<file path="config.mk">
export PLATFORM = sky130hd
export DESIGN_NAME = sdrd_sector_buf
export DESIGN_NICKNAME = d
export VERILOG_FILES = /design/src/rtl/sdrd_sector_buf.sv
export SDC_FILE = /design/constraint.sdc
export NUM_CORES = 2
export LEC_CHECK = 0
export BUFFER_PORTS_ARGS = -buffer_cell sky130_fd_sc_hd__buf_2
export CAP_MARGIN = 15
export CORE_MARGIN = 3
export CORE_UTILIZATION = 35
export CTS_CLUSTER_SIZE = 25
export DETAILED_ROUTE_END_ITERATION = 8
export SYNTH_ARGS = -nofsm -noshare
export SYNTH_HDL_FRONTEND = slang
export SYNTH_SLANG_ARGS = --single-unit
</file>
<file path="constraint.sdc">
create_clock -name clk -period 10.95 [get_ports clk]
set_input_delay 0.5475 -clock clk [delete_from_list [all_inputs] [get_ports clk]]
set_output_delay 0.5475 -clock clk [all_outputs]
set_load 0.05 [all_outputs]
</file>
<file path="src/rtl/sdrd_sector_buf.sv">
// rtl/sdrd_sector_buf.sv - SD reader sector capture buffer
// Purpose: accepts a sector-read request, drives the SD reader core's
//   rstart/rsector handshake, packs the core's byte stream little-endian
//   into 32-bit words and stores them in a 128x32 buffer for the ICB slave.
// Ports:
//   clk, rst             single clock, synchronous active-high reset
//   rd_req, rd_sector    request pulse and sector number from register side
//   busy, done, err      status (done/err sticky until next accepted request)
//   byte_cnt             bytes captured in current/last read (0..512)
//   rstart, rsector      read request level and sector number to the core
//   rbusy, rdone         core progress and completion pulse
//   outen/outaddr/outbyte  core byte stream
//   buf_raddr, buf_rdata word read port, 1-cycle registered latency
module sdrd_sector_buf #(
  parameter int unsigned TIMEOUT = 1000000
) (
  input  logic        clk,
  input  logic        rst,
  input  logic        rd_req,
  input  logic [31:0] rd_sector,
  output logic        busy,
  output logic        done,
  output logic        err,
  output logic [9:0]  byte_cnt,
  output logic        rstart,
  output logic [31:0] rsector,
  input  logic        rbusy,
  input  logic        rdone,
  input  logic        outen,
  input  logic [8:0]  outaddr,
  input  logic [7:0]  outbyte,
  input  logic [6:0]  buf_raddr,
  output logic [31:0] buf_rdata
);

  typedef enum logic [1:0] {ST_IDLE, ST_REQ, ST_FILL} state_t;

  localparam logic [31:0] TMO_LAST = TIMEOUT - 32'd1;

  state_t      state_q, state_d;
  logic        busy_q, busy_d;
  logic        done_q, done_d;
  logic        err_q, err_d;
  logic        rstart_q, rstart_d;
  logic [9:0]  byte_cnt_q, byte_cnt_d;
  logic [31:0] rsector_q, rsector_d;
  logic [31:0] tmo_cnt_q, tmo_cnt_d;
  logic [23:0] pack_q, pack_d;
  logic [31:0] buf_rdata_q, buf_rdata_d;

  logic [31:0] mem [128];
  logic        mem_we;
  logic [6:0]  mem_waddr;
  logic [31:0] mem_wdata;
  logic        byte_ok;

  always_comb begin
    state_d     = state_q;
    busy_d      = busy_q;
    done_d      = done_q;
    err_d       = err_q;
    rstart_d    = rstart_q;
    byte_cnt_d  = byte_cnt_q;
    rsector_d   = rsector_q;
    tmo_cnt_d   = tmo_cnt_q;
    pack_d      = pack_q;
    mem_we      = 1'b0;
    mem_waddr   = outaddr[8:2];
    mem_wdata   = {outbyte, pack_q};
    // Bytes must arrive strictly in order and never beyond one sector.
    byte_ok     = (outaddr == byte_cnt_q[8:0]) && (byte_cnt_q < 10'd512);
    // Plain array read: the registered copy sees the pre-write contents.
    buf_rdata_d = mem[buf_raddr];

    case (state_q)
      ST_IDLE: begin
        if (rd_req) begin
          rsector_d  = rd_sector;
          done_d     = 1'b0;
          err_d      = 1'b0;
          byte_cnt_d = 10'd0;
          busy_d     = 1'b1;
          rstart_d   = 1'b1;
          tmo_cnt_d  = 32'd0;
          state_d    = ST_REQ;
        end
      end
      ST_REQ: begin
        if (rbusy) begin
          rstart_d = 1'b0;
          state_d  = ST_FILL;
        end else if ((TIMEOUT != 0) && (tmo_cnt_q == TMO_LAST)) begin
          // rstart has been high for exactly TIMEOUT cycles.
          err_d    = 1'b1;
          busy_d   = 1'b0;
          rstart_d = 1'b0;
          state_d  = ST_IDLE;
        end else begin
          tmo_cnt_d = tmo_cnt_q + 32'd1;
        end
      end
      ST_FILL: begin
        if (outen) begin
          if (byte_ok) begin
            byte_cnt_d = byte_cnt_q + 10'd1;
            case (outaddr[1:0])
              2'd0:    pack_d[7:0]   = outbyte;
              2'd1:    pack_d[15:8]  = outbyte;
              2'd2:    pack_d[23:16] = outbyte;
              default: mem_we        = 1'b1;
            endcase
          end else begin
            err_d = 1'b1;
          end
        end
        // Completion uses the count/error including a same-cycle byte.
        if (rdone) begin
          busy_d  = 1'b0;
          state_d = ST_IDLE;
          if ((byte_cnt_d == 10'd512) && !err_d) begin
            done_d = 1'b1;
          end else begin
            err_d = 1'b1;
          end
        end
      end
      default: state_d = ST_IDLE;
    endcase
  end

  always_ff @(posedge clk) begin
    if (rst) begin
      state_q     <= ST_IDLE;
      busy_q      <= 1'b0;
      done_q      <= 1'b0;
      err_q       <= 1'b0;
      rstart_q    <= 1'b0;
      byte_cnt_q  <= 10'd0;
      rsector_q   <= 32'd0;
      tmo_cnt_q   <= 32'd0;
      pack_q      <= 24'd0;
      buf_rdata_q <= 32'd0;
    end else begin
      state_q     <= state_d;
      busy_q      <= busy_d;
      done_q      <= done_d;
      err_q       <= err_d;
      rstart_q    <= rstart_d;
      byte_cnt_q  <= byte_cnt_d;
      rsector_q   <= rsector_d;
      tmo_cnt_q   <= tmo_cnt_d;
      pack_q      <= pack_d;
      buf_rdata_q <= buf_rdata_d;
    end
  end

  // Buffer storage has no reset.
  always_ff @(posedge clk) begin
    if (mem_we) begin
      mem[mem_waddr] <= mem_wdata;
    end
  end

  assign busy      = busy_q;
  assign done      = done_q;
  assign err       = err_q;
  assign byte_cnt  = byte_cnt_q;
  assign rstart    = rstart_q;
  assign rsector   = rsector_q;
  assign buf_rdata = buf_rdata_q;

endmodule

</file>
==> metrics <==
CP startpoint kind primary input; Final Critical Period 4499 ps; most frequent cells in the layout 4096 x edfxtp_1, 1216 x mux4_2, 416 x clkbuf_16, 222 x buf_4, 128 x nor2_4; Final Max Slew Viols 0; final net count between 7000 and 8000; first-pass GRT wire length 597200 um; core box area ~460000 um^2; post-route ant nets 0; Bufs on Longest Clock Path 4; total number of yosys warnings 0; Fin. Hold Viols 0; Synth area leaders edfxtp_1 76%, mux4_2 17%, dfxtp_1 1.7%; clock latency on the worst-skew pair 980 ps; register area share after synthesis 0.7800; WHS Path Cells 1; final setup vio count 0; area share of the largest cell type after synthesis 0.7631; Static Leak 48.03 nW; per-cell routed wire length slightly above 30 um; slew margin rel. 0.001748; M2 GR Usage 0.2867; Vias/cell roughly 5.5; ys flop type edfxtp_1; met1 Use GR 0.2477; R2R cell count 9; CTS tree done; Global Route Usage Sum 0.1771; crit share post-route 0.4109; commonest non-fill, non-tap cell in the layout edfxtp_1; Worst R2R End mem[34][29]$_DFFE_PP_; layout cells sized above 1 0.3227; top cell type by total area after synthesis edfxtp_1; Synth Register Bits roughly 4200; kind of critical path primary input to flip-flop; die width ~680 um; Post-Synthesis Cell Area approximately 160000 um^2; row cnt roughly 250; grt peak-use layer met2; total CTS buffers between 400 and 500; DIE HEIGHT about 680 um; routability-driven placement congestion ratio 0.8008; post-detailed-placement half-perimeter wirelength around 230000 um; Peak VDD IR around 150 uV; met3 Track Usage GR 0.03028; R2R Setup Slk 6490 ps; worst slew pin tran between 1000 and 1500 ps; min-delay worst type primary input to flip-flop; Residual DRC 0; clock root buffer clkbuf_16; Critical R2R Launch byte_cnt[1]$_SDFFE_PP0P_; Yosys cell types between 50 and 60; Die ar. around 470000 um^2; Power Density approximately 180 nW/um^2; drt pass-1 iters 5; worst path arrival time around 5300 ps; clock sinks around 4200; Post-synth EDFFs slightly above 4000; Reg clk slew, reported paths approximately 60 ps; vias in the first global route approximately 77000; outcome finished, final reports clean; final WL about 420000 um; Worst Setup EP buf_rdata[13]$_SDFF_PP0_; total power between 30 and 40 mW; I/O pin total between 100 and 150; Initial DRC Count around 9500; initial antenna violation count 35; Syn Inst Count 6836; Initial Utilization 0.3524; H-tree depth 5; Fmax achieved 222.3 MHz; grt ovf 0; Mapped Nets around 7000; port bufs ~140; Critical Path RT 11720 ps; max cap viols 0; pin count of the biggest net entering global routing 143; worst-path fanout max about 120; Post-CTS Resized 0; Async SR Flop Fraction 0; Crit. End Element flip-flop; Setup Skew approximately 66 ps; Setup TNS 0 ps; synth-to-layout area growth 14.81%; Avg Inst Size Synth 23.58 um^2; RSZ-0062 raised after global routing false; vias between 70000 and 80000; crit path from buf_raddr[0]
## flip-flops by register name, indices dropped and copies added (netlist names), 2 cells and up
| signal | count |
|---|---|
| mem | 4096 |
| buf_rdata | 32 |
| rsector | 32 |
| tmo_cnt_q | 32 |
| pack_q | 24 |
| byte_cnt | 10 |
| state_q | 2 |
## per-layer routing
layer | up-vias | wire, um
met5 | - | 68
met4 | 10 | 12490
met3 | 539 | 36650
met2 | 3645 | 204300
met1 | 41550 | 169600
li1 | 30200 | -
## worst min path at each step
stage | from | to | slack, ps
6_report | outbyte[5] | mem[83][29]$_DFFE_PP_ | 120
5_1_grt | outbyte[4] | mem[82][28]$_DFFE_PP_ | 80
4_1_cts | outbyte[4] | mem[65][28]$_DFFE_PP_ | 40
3_5_place_dp | done$_SDFFE_PP0P_ | done$_SDFFE_PP0P_ | 440
3_3_place_gp | rsector[2]$_SDFFE_PP0P_ | rsector[2]$_SDFFE_PP0P_ | 440
2_1_floorplan | tmo_cnt_q[23]$_SDFFE_PP0P_ | tmo_cnt_q[23]$_SDFFE_PP0P_ | 470
## power by group
| part | total, mW | internal [mW] | switching, mW |
|---|---|---|---|
| Clock | 14.4 | 8.31 | 6.06 |
| Sequential | 17.6 | 17.6 | 0.0340 |
| Combinational | 1.05 | 0.354 | 0.693 |
## metrics by stage
step / setup WS [ps] / area [um^2] / utilization / std cells / hold WS [ps]
after global routing: 6203 / 185000 / 0.4045 / 13770 / 82.07
final: 6451 / 185000 / 0.4046 / 13780 / 115.3
after floorplan: 6774 / 161200 / - / 6836 / 467.1
after CTS: 6413 / 184900 / 0.4042 / 13760 / 35.32
after detailed placement: 5502 / 170900 / 0.3736 / 12960 / 444.8
after global placement: 5420 / 170900 / 0.3736 / 12960 / 441.3
## cell families after synthesis
kind of cell,synth area share
AND/OR/NAND/NOR,0.01649
buffers and inverters,0.01092
AO/OA/AOI/OAI,0.009292
adder cells (fa/ha/maj),0.0004658
flip-flops,0.7800
XOR/XNOR,0.002337
multiplexers,0.1805
## timing repair
action | 4_1_cts | 5_1_grt
buffers inserted | 0 | 0
hold buffers | 35 | 0
endpoints found under the hold margin | 35 | 0
## cells in the mapped netlist (all sizes together) (3+ instances only)
master	count
edfxtp	4096
mux4	1216
nor2	243
buf	196
clkbuf	174
dfxtp	136
mux2	128
nand2	107
a21oi	78
o22ai	64
nand3	62
nor2b	41
a31oi	34
a221oi	33
or4	33
xor2	29
mux2i	26
nand4	21
nor3	14
xnor2	14
inv	11
nor4	11
o21ai	10
and3	8
nand2b	7
ha	6
and2	5
or3	5
a211oi	4
nor3b	3
## cell type report
class | count | area, um^2
Inverter | 11 | 41.29
Antenna cell | 18 | 45.04
Tap cell | 6125 | 7664
Clock buffer | 513 | 10860
Timing Repair Buffer | 407 | 3133
Fill cell | 39400 | 272300
Multi-Input combinational cell | 2223 | 34710
Clock inverter | 250 | 2778
Sequential cell | 4232 | 125800
## worst max-delay path, cell delays in order
cell and delay (ps):
buf_12 640, buf_12 550, buf_12 610, mux4_2 600, mux2_2 290, a221oi_1 1190
a31oi_1 170
(Power assumes the default switching activity.)
